## src/rtl/alarm_pkg.sv

```systemverilog
// Shared constants and state encoding for the alarm trigger controller.
// Ports: none (package only).
// Provides time-field widths, FSM state constants and a saturating counter helper.
package alarm_pkg;

  localparam int HR_W  = 5;
  localparam int MIN_W = 6;
  localparam int SEC_W = 6;

  typedef logic [1:0] state_t;

  localparam state_t ST_IDLE    = 2'd0;
  localparam state_t ST_ARMED   = 2'd1;
  localparam state_t ST_RINGING = 2'd2;
  localparam state_t ST_SNOOZE  = 2'd3;

  // Two-bit increment that sticks at 3.
  function automatic logic [1:0] sat_inc2(input logic [1:0] v);
    return (v == 2'd3) ? v : v + 2'd1;
  endfunction

endpackage

```

## src/rtl/alarm_sec_timer.sv

```systemverilog
// Loadable seconds down-counter with zero and last-second flags.
// Ports: clk/rst, load + load_val (load wins over dec), dec (1 Hz enable),
//        zero (count==0), last (count==1, the next dec reaches zero).
module alarm_sec_timer #(
  parameter int W = 8
) (
  input  logic         clk,
  input  logic         rst,
  input  logic         load,
  input  logic [W-1:0] load_val,
  input  logic         dec,
  output logic         zero,
  output logic         last
);

  logic [W-1:0] count;

  always_ff @(posedge clk) begin
    if (rst) begin
      count <= '0;
    end else if (load) begin
      // A tick landing on the load cycle is dropped: loading takes priority.
      count <= load_val;
    end else if (dec && (count != '0)) begin
      count <= count - 1'b1;
    end
  end

  assign zero = (count == '0);
  assign last = (count == W'(1));

endmodule

```

## src/rtl/alarm_trigger_ctrl.sv

```systemverilog
// Alarm sequencer: compares clock time with alarm time and runs the
// IDLE/ARMED/RINGING/SNOOZE machine that drives the alarm player enable.
// Ports: clk, rst (sync, active-high), tick_1hz, alarm_arm, cur_hr/min/sec,
//        alm_hr/min, snooze_btn, stop_btn -> player_en, snoozing, ring_cnt.
// Optional: define SNOOZE_LIMIT_EN to refuse snoozes once ring_cnt==MAX_SNOOZE.
module alarm_trigger_ctrl
  import alarm_pkg::*;
#(
  parameter int SNOOZE_MIN     = 5,
  parameter int RING_TIMEOUT_S = 60,
  parameter int MAX_SNOOZE     = 3
) (
  input  logic             clk,
  input  logic             rst,
  input  logic             tick_1hz,
  input  logic             alarm_arm,
  input  logic [HR_W-1:0]  cur_hr,
  input  logic [MIN_W-1:0] cur_min,
  input  logic [SEC_W-1:0] cur_sec,
  input  logic [HR_W-1:0]  alm_hr,
  input  logic [MIN_W-1:0] alm_min,
  input  logic             snooze_btn,
  input  logic             stop_btn,
  output logic             player_en,
  output logic             snoozing,
  output logic [1:0]       ring_cnt
);

  localparam int SNZ_LOAD = SNOOZE_MIN * 60;
  localparam int SNZ_W    = $clog2(SNZ_LOAD + 1);

  state_t     state;
  state_t     nxt;
  logic [1:0] cnt_nxt;
  logic       match;
  logic       match_d;
  logic       trigger;
  logic       snooze_ok;
  logic       ring_load, ring_dec, ring_zero, ring_last, ring_expire;
  logic       snz_load, snz_dec, snz_zero, snz_last, snz_expire;

  // Rising edge of the match so a held time value fires only once.
  assign match   = (cur_hr == alm_hr) && (cur_min == alm_min) && (cur_sec == '0);
  assign trigger = match && !match_d;

`ifdef SNOOZE_LIMIT_EN
  assign snooze_ok = snooze_btn && (int'(ring_cnt) != MAX_SNOOZE);
`else
  assign snooze_ok = snooze_btn;
`endif

  assign ring_dec = tick_1hz && (state == ST_RINGING);
  assign snz_dec  = tick_1hz && (state == ST_SNOOZE);

  // Expire on the tick that takes the count to zero. The zero term is a
  // safety net: a ringing/snoozing timer already at zero ends immediately.
  assign ring_expire = (ring_dec && ring_last) || ring_zero;
  assign snz_expire  = (snz_dec && snz_last) || snz_zero;

  always_comb begin
    nxt = state;
    case (state)
      ST_IDLE:    nxt = ST_ARMED;
      ST_ARMED:   if (trigger) nxt = ST_RINGING;
      ST_RINGING: begin
        if (stop_btn)         nxt = ST_ARMED;
        else if (snooze_ok)   nxt = ST_SNOOZE;
        else if (ring_expire) nxt = ST_ARMED;
      end
      ST_SNOOZE: begin
        if (stop_btn)        nxt = ST_ARMED;
        else if (snz_expire) nxt = ST_RINGING;
      end
      default:    nxt = ST_IDLE;
    endcase
    if (!alarm_arm) nxt = ST_IDLE;
  end

  // Timers load on entry to their state, decided from the final next state.
  assign ring_load = (nxt == ST_RINGING) && (state != ST_RINGING);
  assign snz_load  = (nxt == ST_SNOOZE) && (state != ST_SNOOZE);

  always_comb begin
    cnt_nxt = ring_cnt;
    if (!alarm_arm)
      cnt_nxt = 2'd0;
    else if ((state == ST_ARMED) && (nxt == ST_RINGING))
      cnt_nxt = 2'd0;
    else if ((state == ST_RINGING) && (nxt == ST_SNOOZE))
      cnt_nxt = sat_inc2(ring_cnt);
  end

  always_ff @(posedge clk) begin
    if (rst) begin
      state     <= ST_IDLE;
      match_d   <= 1'b0;
      player_en <= 1'b0;
      snoozing  <= 1'b0;
      ring_cnt  <= 2'd0;
    end else begin
      state     <= nxt;
      match_d   <= match;
      player_en <= (nxt == ST_RINGING);
      snoozing  <= (nxt == ST_SNOOZE);
      ring_cnt  <= cnt_nxt;
    end
  end

  alarm_sec_timer #(.W(8)) u_ring_timer (
    .clk      (clk),
    .rst      (rst),
    .load     (ring_load),
    .load_val (8'(RING_TIMEOUT_S)),
    .dec      (ring_dec),
    .zero     (ring_zero),
    .last     (ring_last)
  );

  alarm_sec_timer #(.W(SNZ_W)) u_snooze_timer (
    .clk      (clk),
    .rst      (rst),
    .load     (snz_load),
    .load_val (SNZ_W'(SNZ_LOAD)),
    .dec      (snz_dec),
    .zero     (snz_zero),
    .last     (snz_last)
  );

endmodule
```

## config.mk

```make
export PLATFORM = sky130hd
export DESIGN_NAME = alarm_trigger_ctrl
export DESIGN_NICKNAME = d
export VERILOG_FILES = /design/src/rtl/alarm_pkg.sv /design/src/rtl/alarm_sec_timer.sv /design/src/rtl/alarm_trigger_ctrl.sv
export SDC_FILE = /design/constraint.sdc
export NUM_CORES = 1
export LEC_CHECK = 0
export CORE_MARGIN = 2
export CORE_UTILIZATION = 43
export CTS_BUF_LIST = sky130_fd_sc_hd__clkbuf_4 sky130_fd_sc_hd__clkbuf_8 sky130_fd_sc_hd__clkbuf_16
export DETAILED_ROUTE_END_ITERATION = 8
export GPL_ROUTABILITY_DRIVEN = 0
export PLACE_DENSITY = 0.75
export SLEW_MARGIN = 5
export SYNTH_ARGS = -nofsm -noshare
export SYNTH_HDL_FRONTEND = slang
export SYNTH_SLANG_ARGS = --single-unit
```

## constraint.sdc

```tcl
create_clock -name clk -period 1.8 [get_ports clk]
set_input_delay 0.36 -clock clk [delete_from_list [all_inputs] [get_ports clk]]
set_output_delay 0.36 -clock clk [all_outputs]
set_load 0.02 [all_outputs]
```

==> key figures <==
Outcome
  – Outcome: finished, violations left
  – Failing checks: setup timing

Clocking
  – Hold-fix buffers, CTS: 0
  – Worst-Skew Late Latency: 0.32 ns
  – Clk buf depth: 2
  – Clock root cell: clkbuf_4
  – CTS clk-pin slew, worst paths: 0.14 ns
  – # clock sinks: 24
  – H-tree level count: 1
  – CTS tree: done
  – Total CTS buffers: 3

Placed design
  – Worst slack at placement: -0.4403 ns
  – Dpl cells: 265
  – PortBufs: 37
  – Placed inst area: 2013 um2
  – HPWL reported at the end of detailed placement: 2988 um

Floorplanning
  – Chip Width: 61.67 um
  – # rows: 20
  – Die ar.: 3803 um2
  – CORE AREA: 3103 um2
  – Die H: 61.67 um
  – Initial Util: 0.4609
  – IO Pins: 38

Critical path
  – CP max stage cell: or4_4
  – Startpoint types: register
  – CP dominant cell by count: or4_4
  – CP Max Fanout: 2
  – Reg2Reg Setup Slack: -0.21 ns
  – Req. time, crit path: 2.01 ns
  – Critical Path AT: 2.22 ns
  – Crit-path max cell delay: 0.54 ns
  – Reg-to-Reg Start: u_ring_timer.count[5]
  – Critical-path cell list: or4_4 > or4_4 > buf_4 > o31ai_4 > o21a_1 > nor2_1
  – Worst R2R End: state[1]
  – Critical Path Start: u_ring_timer.count[5]
  – FF-to-FF path depth: 6
  – Worst setup EP type: register
  – Crit Path Class: register to register

Logic synthesis
  – Syn_area_per_cell: 8.667 um2
  – Synth unique cells: 40
  – Main synth FF type: dfxtp_1
  – Top cells by area, synth: dfxtp_1 (34%), xnor2_1 (8.0%), ha_1 (6.1%), xor2_1 (6.1%), nor2_1 (3.9%)
  – Cell Area, Synth: 1430 um2
  – Area leader, netlist: dfxtp_1
  – Post-synth ARST share: 0
  – Post-Syn Instances: 165
  – EDFF count, synth: 0
  – Syn nets: 206
  – Synthesis warning total: 0
  – Top cell type's share of synthesized area: 0.3360
  – Seq/Total Area, Yosys: 0.3360
  – Synthesized flop and latch total: 24

Power and ir drop
  – Power density over the cells: 486.1 nW/um2
  – Leak pwr: 0.8137 nW
  – Worst vdd ir: 0.0004552 V

STA
  – Unrepaired setup endpoints after global routing: true
  – Crit path time final: 2.014 ns
  – Final Hold Vio Count: 0
  – Max Transition Viols Final: 0
  – Fin crit share: 1.119
  – Hold Slack: 0.4611 ns
  – Actual slew at the worst max-slew pin: 0.4541 ns
  – Fmax: 496.5 MHz
  – Final worst setup slack: -0.2139 ns
  – Skew final: 0.003197 ns
  – Worst slew margin: 0.6941
  – Endpoints failing setup: 12

Layout
  – Ant. Diodes: 0
  – Fin cells: 272
  – Share of cells above drive strength 1: 0.2368
  – Post-layout nets: 270
  – Post-route cell area: 2197 um2
  – Area Overhead vs Synth: 53.63%
  – Layout Utilization: 0.7081

Routing
  – Detail-routed via count per cell: 5.305
  – Routed WL per cell: 14.88 um
  – WL final: 4048 um
  – Final ANT Viol Nets: 0
  – Residual DRC: 0
  – Pre-Repair DR Iteration Count: 4
  – Initial DRC count: 83
  – Via Count: 1443

GRT
  – Total gr overflow: 0
  – Number of global-route vias before repair: 1504
  – Overall Global Routing Usage: 0.2221
  – Largest net degree at the start of global routing: 15
  – Global-route wire length before repair: 6410 um
  – Number of antenna violations at the first check in global routing: 0

Min path
  – Worst Hold End: match_d
  – Worst hold path depth: 5
  – Worst min-delay path class: input pin to register
  – Hold Crit Start: cur_sec[5]

Job
  – Max_cap viols: 0
-- worst max-delay path, delay by kind of cell (launching register included) --
family	cells	cell delay [ns]
flip-flops	1	0.34
AND/OR/NAND/NOR	3	1.04
AO/OA/AOI/OAI	2	0.36
buffers and inverters	1	0.16
-- cell families after synthesis --
group,count (synthesis),share of synthesized area
fa+ha+maj,7,0.06124
xor+xnor,23,0.1409
flops,24,0.3360
compound gates,26,0.1347
buf+inv,12,0.03149
simple gates,72,0.2887
mux,1,0.006999
-- repair_timing --
item,CTS,global route
setup endpoints to repair,14,16
resized for setup,7,15
setup buffers,2,2
pin swaps,1,6
-- routing by layer --
layer	routed length [um]	track usage	up-vias	share of wire
met2	2182	0.4211	43	0.54
met3	196	0.03782	10	0.048
met5	0	0	-	0
li1	-	-	717	-
met1	1590	0.2567	673	0.39
met4	78	0.05167	0	0.019
-- state kept, by name (all words and copies together) (netlist names) --
signal,count
match_d,1
player_en,1
ring_cnt,2
snoozing,1
state,2
u_ring_timer.count,8
u_snooze_timer.count,9
-- cells in the final DEF, fill, tap and decap left out, types with 2 or more instances in the layout --
cell type	synthesis	final
nor3_2	2	6
dfxtp_2	0	3
nand2_1	9	9
o22ai_2	0	3
nand4b_1	2	2
dfxtp_1	24	21
xor2_1	10	10
nor4_1	4	3
or4_4	2	3
clkdlybuf4s50_1	0	35
buf_6	0	2
clkbuf_4	0	3
dlymetal6s2s_1	0	2
inv_1	9	8
nor3b_1	2	2
buf_4	0	23
nor2_1	15	14
a21oi_1	7	7
nor2b_1	2	2
nand2b_1	5	5
ha_1	7	7
nand3b_1	2	2
a31oi_1	2	2
or3_1	2	2
xnor2_1	13	13
nor3_1	11	7
o21ai_0	2	2
nand3_1	6	6
-- power by group --
group / leakage (nW) / total (W) / switching, W / internal [W]
clock: 0.0279 / 0.000396 / 0.000171 / 0.000225
sequential: 0.195 / 0.000533 / 0.000000668 / 0.000532
combinational: 0.591 / 0.000139 / 0.0000517 / 0.0000872
-- how the worst max path moves through the flow --
stage                                  endpoint  slack (ns)  cells after the start
after floorplan                        state[1]       -0.04                      5
after global placement    u_ring_timer.count[6]       -0.42                      7
after CTS                              snoozing       -0.16                      6
after detailed placement  u_ring_timer.count[6]       -0.44                      7
final                                  state[1]       -0.21                      6
after global routing      u_ring_timer.count[0]       -0.28                      5
-- layout make-up --
| cell class | count | area, um2 |
|---|---|---|
| flip-flops and latches | 24 | 484.2 |
| clock buffers | 3 | 22.52 |
| fillers | 261 | 905.9 |
| well taps | 44 | 55.05 |
| clock inverters | 1 | 30.03 |
| multi-input cells | 129 | 998.5 |
| inverters | 9 | 36.28 |
| repair buffers | 62 | 570.5 |
-- Yosys cell counts (2+ instances only) --
cell type   n
a21oi_1     7
dfxtp_1    24
nor4_1      4
xnor2_1    13
a31oi_1     2
nor2b_1     2
nor3_2      2
o21ai_0     2
o22ai_1     4
inv_1       9
nor2_1     15
nor4b_1     2
nand3_1     6
or3_1       2
nand2_1     9
nor3_1     11
xor2_1     10
or4_4       2
nor3b_1     2
clkbuf_1    3
nand4b_1    2
o31ai_1     2
nand3b_1    2
or4_1       2
ha_1        7
nand2b_1    5
-- through the flow --
| stage | setup TNS, ns | total power, W |
|---|---|---|
| global route | -3.037 | 0.001106 |
| global placement | -5.905 | 0.0006717 |
| finish | -2.205 | 0.001068 |
| CTS | -1.589 | 0.001069 |
| detailed placement | -6.321 | 0.0006761 |
| floorplan | -0.1811 | 0.0005817 |
No activity file was read; power rests on OpenSTA's default activity.
